==> config.mk <==
export PLATFORM = sky130hd
export DESIGN_NAME = rr_serial_arbiter
export DESIGN_NICKNAME = d
export VERILOG_FILES = /design/src/rtl/ads_bus_pkg.sv /design/src/rtl/rr_pick.sv /design/src/rtl/rr_serial_arbiter.sv
export SDC_FILE = /design/constraint.sdc
export NUM_CORES = 1
export LEC_CHECK = 0
export CORE_MARGIN = 5
export CORE_UTILIZATION = 51
export DETAILED_ROUTE_END_ITERATION = 12
export PLACE_DENSITY = 0.77
export SLEW_MARGIN = 20
export SYNTH_ARGS = -nofsm -noshare
export SYNTH_HDL_FRONTEND = slang
export SYNTH_HIERARCHICAL = 1
export SYNTH_SLANG_ARGS = --single-unit
==> constraint.sdc <==
create_clock -name clk -period 1.9 [get_ports clk]
set_input_delay 0.19 -clock clk [delete_from_list [all_inputs] [get_ports clk]]
set_output_delay 0.19 -clock clk [all_outputs]
set_load 0.01 [all_outputs]
==> src/rtl/ads_bus_pkg.sv <==
// Shared ADS serial-bus definitions: arbiter state encoding, frame line levels
// and a one-hot to index helper.
package ads_bus_pkg;

    typedef enum logic [2:0] {
        IDLE,
        GRANT,
        ADDR,
        DECODE,
        ACK0,
        ACK1,
        XFER,
        RELEASE
    } arb_state_t;

    localparam logic FRAME_IDLE  = 1'b1;
    localparam logic FRAME_START = 1'b0;
    localparam logic ACK         = 1'b1;
    localparam logic NACK        = 1'b0;

    // Supports up to 8 masters; callers zero-extend their one-hot vector.
    function automatic logic [2:0] onehot_to_idx(input logic [7:0] v);
        logic [2:0] idx;
        idx = '0;
        for (int i = 0; i < 8; i++) begin
            if (v[i]) idx = 3'(i);
        end
        return idx;
    endfunction

endpackage

==> src/rtl/rr_pick.sv <==
// Combinational round-robin pick: the search starts one past the last grant and
// wraps, returning a one-hot winner and a valid flag.
module rr_pick #(
    parameter int N  = 2,
    parameter int IW = 1
) (
    input  logic [N-1:0]  req,
    input  logic [IW-1:0] last,
    output logic [N-1:0]  win,
    output logic          valid
);

    logic [IW-1:0] idx;

    // NOTE: every variable gets a default before the loop so no latch is inferred.
    always_comb begin
        win   = '0;
        valid = 1'b0;
        idx   = '0;
        for (int off = 1; off <= N; off++) begin
            idx = IW'((int'(last) + off) % N);
            if (!valid && req[idx]) begin
                win[idx] = 1'b1;
                valid    = 1'b1;
            end
        end
    end

endmodule

==> src/rtl/rr_serial_arbiter.sv <==
// Round-robin arbiter for N serial masters sharing the ADS address decoder.
// Optional watchdog on DECODE/XFER is enabled by defining ARB_TIMEOUT_EN.
module rr_serial_arbiter
    import ads_bus_pkg::*;
#(
    parameter int N_MASTERS = 2,
    parameter int ADDR_W    = 2,
    parameter int TIMEOUT   = 1023
) (
    input  logic                 clk,
    input  logic                 rst,
    input  logic [N_MASTERS-1:0] m_tx,
    output logic [N_MASTERS-1:0] m_rx,
    output logic [N_MASTERS-1:0] gnt,
    output logic [ADDR_W-1:0]    addr,
    output logic                 addr_rdy,
    input  logic                 slv_ready,
    input  logic                 slv_busy,
    input  logic                 slv_responded,
    output logic                 timeout
);

    localparam int IW = $clog2(N_MASTERS);
    localparam int BW = (ADDR_W > 1) ? $clog2(ADDR_W) : 1;
    localparam logic [BW-1:0] LAST_BIT = BW'(ADDR_W - 1);

    if (N_MASTERS < 2 || N_MASTERS > 8 || ADDR_W < 1 || TIMEOUT < 1) begin : g_bad_param
        $error("rr_serial_arbiter: parameter out of range");
    end

    arb_state_t           state;
    logic [IW-1:0]        last_gnt;
    logic [IW-1:0]        gnt_idx;
    logic [ADDR_W-1:0]    shreg;
    logic [BW-1:0]        bit_cnt;
    logic                 ack;

    logic [N_MASTERS-1:0] req;
    logic [N_MASTERS-1:0] pick_win;
    logic                 pick_valid;
    logic [IW-1:0]        pick_idx;
    logic [ADDR_W-1:0]    addr_next;

    assign req       = ~m_tx;
    assign pick_idx  = IW'(onehot_to_idx(8'(pick_win)));
    assign addr_next = ADDR_W'({shreg, m_tx[gnt_idx]});

    rr_pick #(
        .N (N_MASTERS),
        .IW(IW)
    ) u_pick (
        .req  (req),
        .last (last_gnt),
        .win  (pick_win),
        .valid(pick_valid)
    );

`ifdef ARB_TIMEOUT_EN
    localparam int TW = $clog2(TIMEOUT + 1);
    logic [TW-1:0] wd_cnt;
`endif

    // NOTE: outputs take their idle value first each cycle and the state case
    // overrides them; non-blocking assignment makes the last write win.
    always_ff @(posedge clk or posedge rst) begin
        if (rst) begin
            state    <= IDLE;
            gnt      <= '0;
            gnt_idx  <= '0;
            m_rx     <= {N_MASTERS{FRAME_IDLE}};
            addr     <= '0;
            addr_rdy <= 1'b0;
            timeout  <= 1'b0;
            last_gnt <= IW'(N_MASTERS - 1);
            shreg    <= '0;
            bit_cnt  <= '0;
            ack      <= NACK;
`ifdef ARB_TIMEOUT_EN
            wd_cnt   <= '0;
`endif
        end else begin
            m_rx     <= {N_MASTERS{FRAME_IDLE}};
            addr_rdy <= 1'b0;
            timeout  <= 1'b0;
            case (state)
                IDLE: begin
                    if (pick_valid) begin
                        gnt            <= pick_win;
                        gnt_idx        <= pick_idx;
                        m_rx[pick_idx] <= FRAME_START;
                        state          <= GRANT;
                    end
                end
                GRANT: begin
                    bit_cnt <= '0;
                    state   <= ADDR;
                end
                ADDR: begin
                    shreg <= addr_next;
                    if (bit_cnt == LAST_BIT) begin
                        addr     <= addr_next;
                        addr_rdy <= 1'b1;
                        state    <= DECODE;
`ifdef ARB_TIMEOUT_EN
                        wd_cnt   <= '0;
`endif
                    end else begin
                        bit_cnt <= bit_cnt + 1'b1;
                    end
                end
                DECODE: begin
                    // Busy takes precedence when the decoder reports both at once.
                    if (slv_busy) begin
                        ack           <= NACK;
                        m_rx[gnt_idx] <= FRAME_START;
                        state         <= ACK0;
                    end else if (slv_ready) begin
                        ack           <= ACK;
                        m_rx[gnt_idx] <= FRAME_START;
                        state         <= ACK0;
`ifdef ARB_TIMEOUT_EN
                    end else if (wd_cnt == TW'(TIMEOUT)) begin
                        ack           <= NACK;
                        timeout       <= 1'b1;
                        m_rx[gnt_idx] <= FRAME_START;
                        state         <= ACK0;
                    end else begin
                        wd_cnt <= wd_cnt + 1'b1;
`endif
                    end
                end
                ACK0: begin
                    m_rx[gnt_idx] <= ack;
                    state         <= ACK1;
                end
                ACK1: begin
                    if (ack == ACK) begin
                        state  <= XFER;
`ifdef ARB_TIMEOUT_EN
                        wd_cnt <= '0;
`endif
                    end else begin
                        state <= RELEASE;
                    end
                end
                XFER: begin
                    if (slv_responded) begin
                        state <= RELEASE;
`ifdef ARB_TIMEOUT_EN
                    end else if (wd_cnt == TW'(TIMEOUT)) begin
                        timeout <= 1'b1;
                        state   <= RELEASE;
                    end else begin
                        wd_cnt <= wd_cnt + 1'b1;
`endif
                    end
                end
                RELEASE: begin
                    gnt      <= '0;
                    last_gnt <= gnt_idx;
                    state    <= IDLE;
                end
                default: state <= IDLE;
            endcase
        end
    end

endmodule

; ---- Word level (Yosys, flattened, before mapping)
; Index checks and enable logic that the tools add are counted.
[classes]
n_addsub = 3
magnitude_cmp = 8
n_eq_ne = 11
n_mux = 38
bitwise_logic = 5
n_reduce_logical = 15
[op_table]
columns = cell, n
row1 = 3-bit one-hot mux with 8 select lines, 1
row2 = 1-bit 2-to-1 mux, 19
row3 = 3-bit 2-to-1 mux, 5
row4 = 3-bit == test (second input constant), 4
row5 = 2-bit 2-to-1 mux, 6
row6 = 1-bit by 2-bit less-than comparator with 1-bit output (second input constant), 4
row7 = 2-bit AND reduction, 4
row8 = 3-bit by 2-bit == test with 1-bit output (second input constant), 2
row9 = 2-bit != test (second input constant), 3
row10 = 2-bit NOT, 3
row11 = 2-bit one-hot mux with 3 select lines, 1
row12 = 2-bit nonzero test, 3
row13 = 1-bit logical AND, 5
row14 = 1-bit demux with 1-bit select, 4
row15 = 1-bit greater-or-equal comparator (second input constant), 4
row16 = 2-bit OR, 2
row17 = 2-bit one-hot mux with 2 select lines, 1
row18 = 4-bit AND reduction, 1
row19 = 1-bit adder (second input constant), 3
row20 = 3-bit by 1-bit == test with 1-bit output (second input constant), 1
row21 = 3-bit logical NOT, 1
row22 = 3-bit != test (second input constant), 1
row23 = 1-bit one-hot mux with 2 select lines, 1
row24 = 1-bit logical NOT, 1
[word_totals]
regBits = 15
input_bits = 7
out_inout_bits = 8

; ---- Longest topological paths before layout
[logic_depth]
word_depth = 16
depth_mapped = 7
ltp_nobuf = 6

; ---- Hierarchy
; Netlist, hierarchy kept.
[by_module_without_submodules]
columns = mod, n_inst, cells_each, area_per_inst_um2, seq_area_each_um2
row1 = rr_serial_arbiter, 1, 85, 863.3, 379.1
row2 = rr_pick, 1, 4, 25.0, 0.0

; ---- Worst setup path before layout
; OpenSTA, ideal clock, no wires.
[synth_timing]
kind = reg-to-reg
start = reg state[0]
end = reg state[1]
setup_ns = 0.125
arrival_ns = 1.454
t_required_ns = 1.775
setup_slack_ns = 0.321
stages_incl_launch_ff = 7
n_path_buf = 1
path_cell_list = dfrtp_1 > ha_1 > buf_4 > and2b_4 > o2bb2ai_2 > a21oi_2 > mux2_4
[synth_between]
elab_chain_len = 3
word_cells_on_any_way = 14
[synth_lines]
columns = item, line
row1 = start: declaration, rr_serial_arbiter.sv:31  ; arb_state_t state;
row2 = start signal: assignment, rr_serial_arbiter.sv:67  ; state <= IDLE;
row3 = start signal: assignment, rr_serial_arbiter.sv:91  ; state <= GRANT;
row4 = start signal: assignment, rr_serial_arbiter.sv:96  ; state <= ADDR;
row5 = "3-bit by 2-bit == test with 1-bit output, or another cell as far along", rr_serial_arbiter.sv:85  ; case (state)
row6 = 3-bit != test (no line) or 2-bit != test (tied branches), -
row7 = 4-bit AND reduction (no line), -
; Parallel ways exist; a longest one is shown, timed or not.
; A chain may end at the register's enable or synchronous reset.

; ---- Worst setup path after layout
; Ends and elaborated chain as after synthesis.

==> impl_metrics.yaml <==
sta:
  period_share_pct: 85.5
  slew_headroom_pct: 62.7
  rsz0062_at_grt: "false"
  fmax_mhz: 616
  maxSlewViolCount: 0
  fin_crit_ps: 1620
  setup_viol: 0
  fin_setup_tns_ps: 0
  worst_pin_slew_ps: 559
  final-hold-violation-count: 0
  fin_skew_ps: 6.38
final_layout:
  area.growth.synth_to_final_pct: 18.5
  multi_input_area_um2: 439
  layout_common_cells: "13 x clkdlybuf4s50_1, 12 x dfrtp_1, 9 x nand2_1, 9 x inv_1"
  final_common_cell: "clkdlybuf4s50_1"
  diodes: 0
  fill_cells: 153
  regArea_um2: 379
  post_route_cells_drive_above_1_share_pct: 17.3
  nNetsFinal: 116
critical_path:
  reg2reg_to: "state[1]"
  endpoint_kind: "register"
  path_max_fanout: 10
  startpoint_type: "register"
  critPathLaunch: "state[0]"
  critPathArrivalTime_ps: 1810
  regToRegStartpoint: "state[0]"
  cp_slowest_cell: "dfrtp_1"
  crit_family: "flip-flops"
  path_class: "register to register"
  cpPeakStageDelay_ps: 410
  critPathRequiredTime_ps: 2080
  endpoint: "state[1]"
  cp_cell_sequence: "inv_1 > ha_1 > nand2b_1 > o2bb2ai_2 > a21oi_2 > mux2_4"
  r2r_setup_slack_ps: 280
  critical_path_depth: 6
  path_buf_inv: 1
  r2r.worst_path.cells: 6
synthesis:
  avgSynthCellArea_um2: 9.98
  ys_seq_area_share_pct: 42.7
  yosysWarnings: 6
  syn_area_um2: 888
  ys_ff_latch: 15
  ys_types: 34
  synth_cells: 89
  syn_nets: 100
floorplanning:
  rows: 15
  die_h_um: 51.7
  dieArea_um2: 2680
  start_util_pct: 52.6
  core_um2: 1690
  io_pins: 15
  die_x_um: 51.7
power:
  p_switching_uw: 636
  fin_total_pwr_mw: 1.68
  internal_power_mw: 1.04
  p_clk_share_pct: 11.0
  seqPwrFrac_pct: 35.5
  cellLeakagePower_nw: 0.501
  vdd_drop_max_mv: 0.900
  swShare_pct: 38.0
  pwr-share-comb_pct: 53.5
  power.density_nw_per_um2: 1590
placement:
  dp_hpwl_um: 1240
  port_buffers: 13
  gp_congestion: 0.799
clock_tree:
  clk_pin_slew_ps: 90
  cts_tree: "done"
  cts_buffer_depth: 2
  cts_resized: 0
  h-tree-depth: 1
  cts_hold_buf: 0
  clk_latency_ps: 290
  cts_sinks: 15
  root_buffer: "clkbuf_4"
  cts_setup_buffers: 0
  cts_made_buffers: 3
drt:
  ant_nets: 0
  routed_wl_um: 1650
  drtIter0Drc: 21
  viasPerCell: 5.52
  dr.pass1.iters: 4
  drc: 0
  via_count: 668
  avgRoutedWirePerCell_um: 13.6
flow_run:
  max-cap-violations: 0
global_route:
  grt_pass1_wl_um: 2820
  grt_overflow: 0
  grt_pass1_vias: 621
  gr-usage-met1_pct: 19.7
  use_met3_pct: 3.72
  grt.busiest_layer: "met2"
  grtUsageMet2_pct: 21.8
  track_usage_pct: 14.6
  grt_max_degree: 18
  grt_antenna_before_repair: 0
outcome:
  status: "completed"
min_path:
  hold_class: "input pin to asynchronous set/reset pin"
==> cell type report <==
cell class	count	share of cell area, %
clock buffer	4	2.50
multi-input combinational	60	41.7
tap	17	2.02
sequential	15	36.0
timing repair buffer	16	14.5
inverter	9	3.21
==> cells by family after synthesis <==
logic type	count (synthesis)	share of synthesized area, %
buffers and inverters	14	7.89
AND/OR/NAND/NOR	23	14.4
flip-flops	15	42.7
multiplexers	9	11.5
other	1	0.422
adder cells (fa/ha/maj)	4	5.63
AO/OA/AOI/OAI	23	17.5
==> state kept, by name, indices dropped and copies added, names as in the netlist, 2 cells and up <==
| signal | flops |
|---|---|
| state | 3 |
| addr | 2 |
| gnt | 2 |
| m_rx | 2 |
==> power groups by stage <==
stage	clock network [mW]	registers, mW	logic, mW
3_3_place_gp	0	0.596	0.871
6_report	0.185	0.595	0.896
2_1_floorplan	0	0.605	0.647
4_1_cts	0.187	0.596	0.898
3_5_place_dp	0	0.602	0.894
5_1_grt	0.211	0.623	0.993
==> routing by layer <==
layer | up-vias | share of wire (%)
li1 | 329 | -
met1 | 314 | 47
met2 | 20 | 45
met3 | 5 | 6.2
met4 | 0 | 2.2
met5 | - | 0
==> synth_stat cells <==
cell type	n	area share, %
a21boi_1	2	1.7
a21o_1	1	0.85
a21oi_1	4	2.3
a21oi_2	1	0.99
a31oi_1	1	0.70
a32oi_1	1	0.99
and2b_4	1	1.1
buf_2	2	1.1
buf_4	2	1.7
buf_6	1	1.3
conb_1	1	0.42
dfrtp_1	12	34
dfstp_2	3	8.9
ha_1	4	5.6
inv_1	9	3.8
mux2_2	2	2.5
mux2_4	2	3.4
mux2i_1	5	5.6
nand2_1	9	3.8
nand2b_1	1	0.70
nand2b_4	1	1.5
nand3_1	1	0.56
nand3b_1	1	0.85
nor2_1	2	0.85
nor2b_1	3	2.1
nor3_1	2	1.1
o211ai_1	1	0.85
o21a_1	2	1.7
o21ai_0	5	2.8
o21bai_1	1	0.85
o22ai_1	3	2.1
o2bb2ai_2	1	1.7
or2_1	1	0.70
or2_4	1	0.99
==> per-stage QoR <==
step / worst slack (ps) / hold slack (ps) / utilization [%] / std cells / area, um^2
after global routing: 156 / 300 / 62.3 / 121 / 1050
after global placement: 142 / 461 / 60.7 / 117 / 1030
after floorplan: 321 / 89.3 / - / 89 / 888
after detailed placement: 122 / 470 / 60.7 / 117 / 1030
after CTS: 270 / 288 / 62.3 / 121 / 1050
final: 275 / 255 / 62.3 / 121 / 1050
==> worst min path at each step <==
stage	endpoint	slack (ps)	cells after the start
2_1_floorplan	ack	90	1
3_3_place_gp	addr[0]	460	2
3_5_place_dp	shreg[0]	470	2
4_1_cts	state[2]	290	2
5_1_grt	addr_rdy	300	2
6_report	state[2]	260	2
Note: power is estimated with default switching activity, not from simulation.
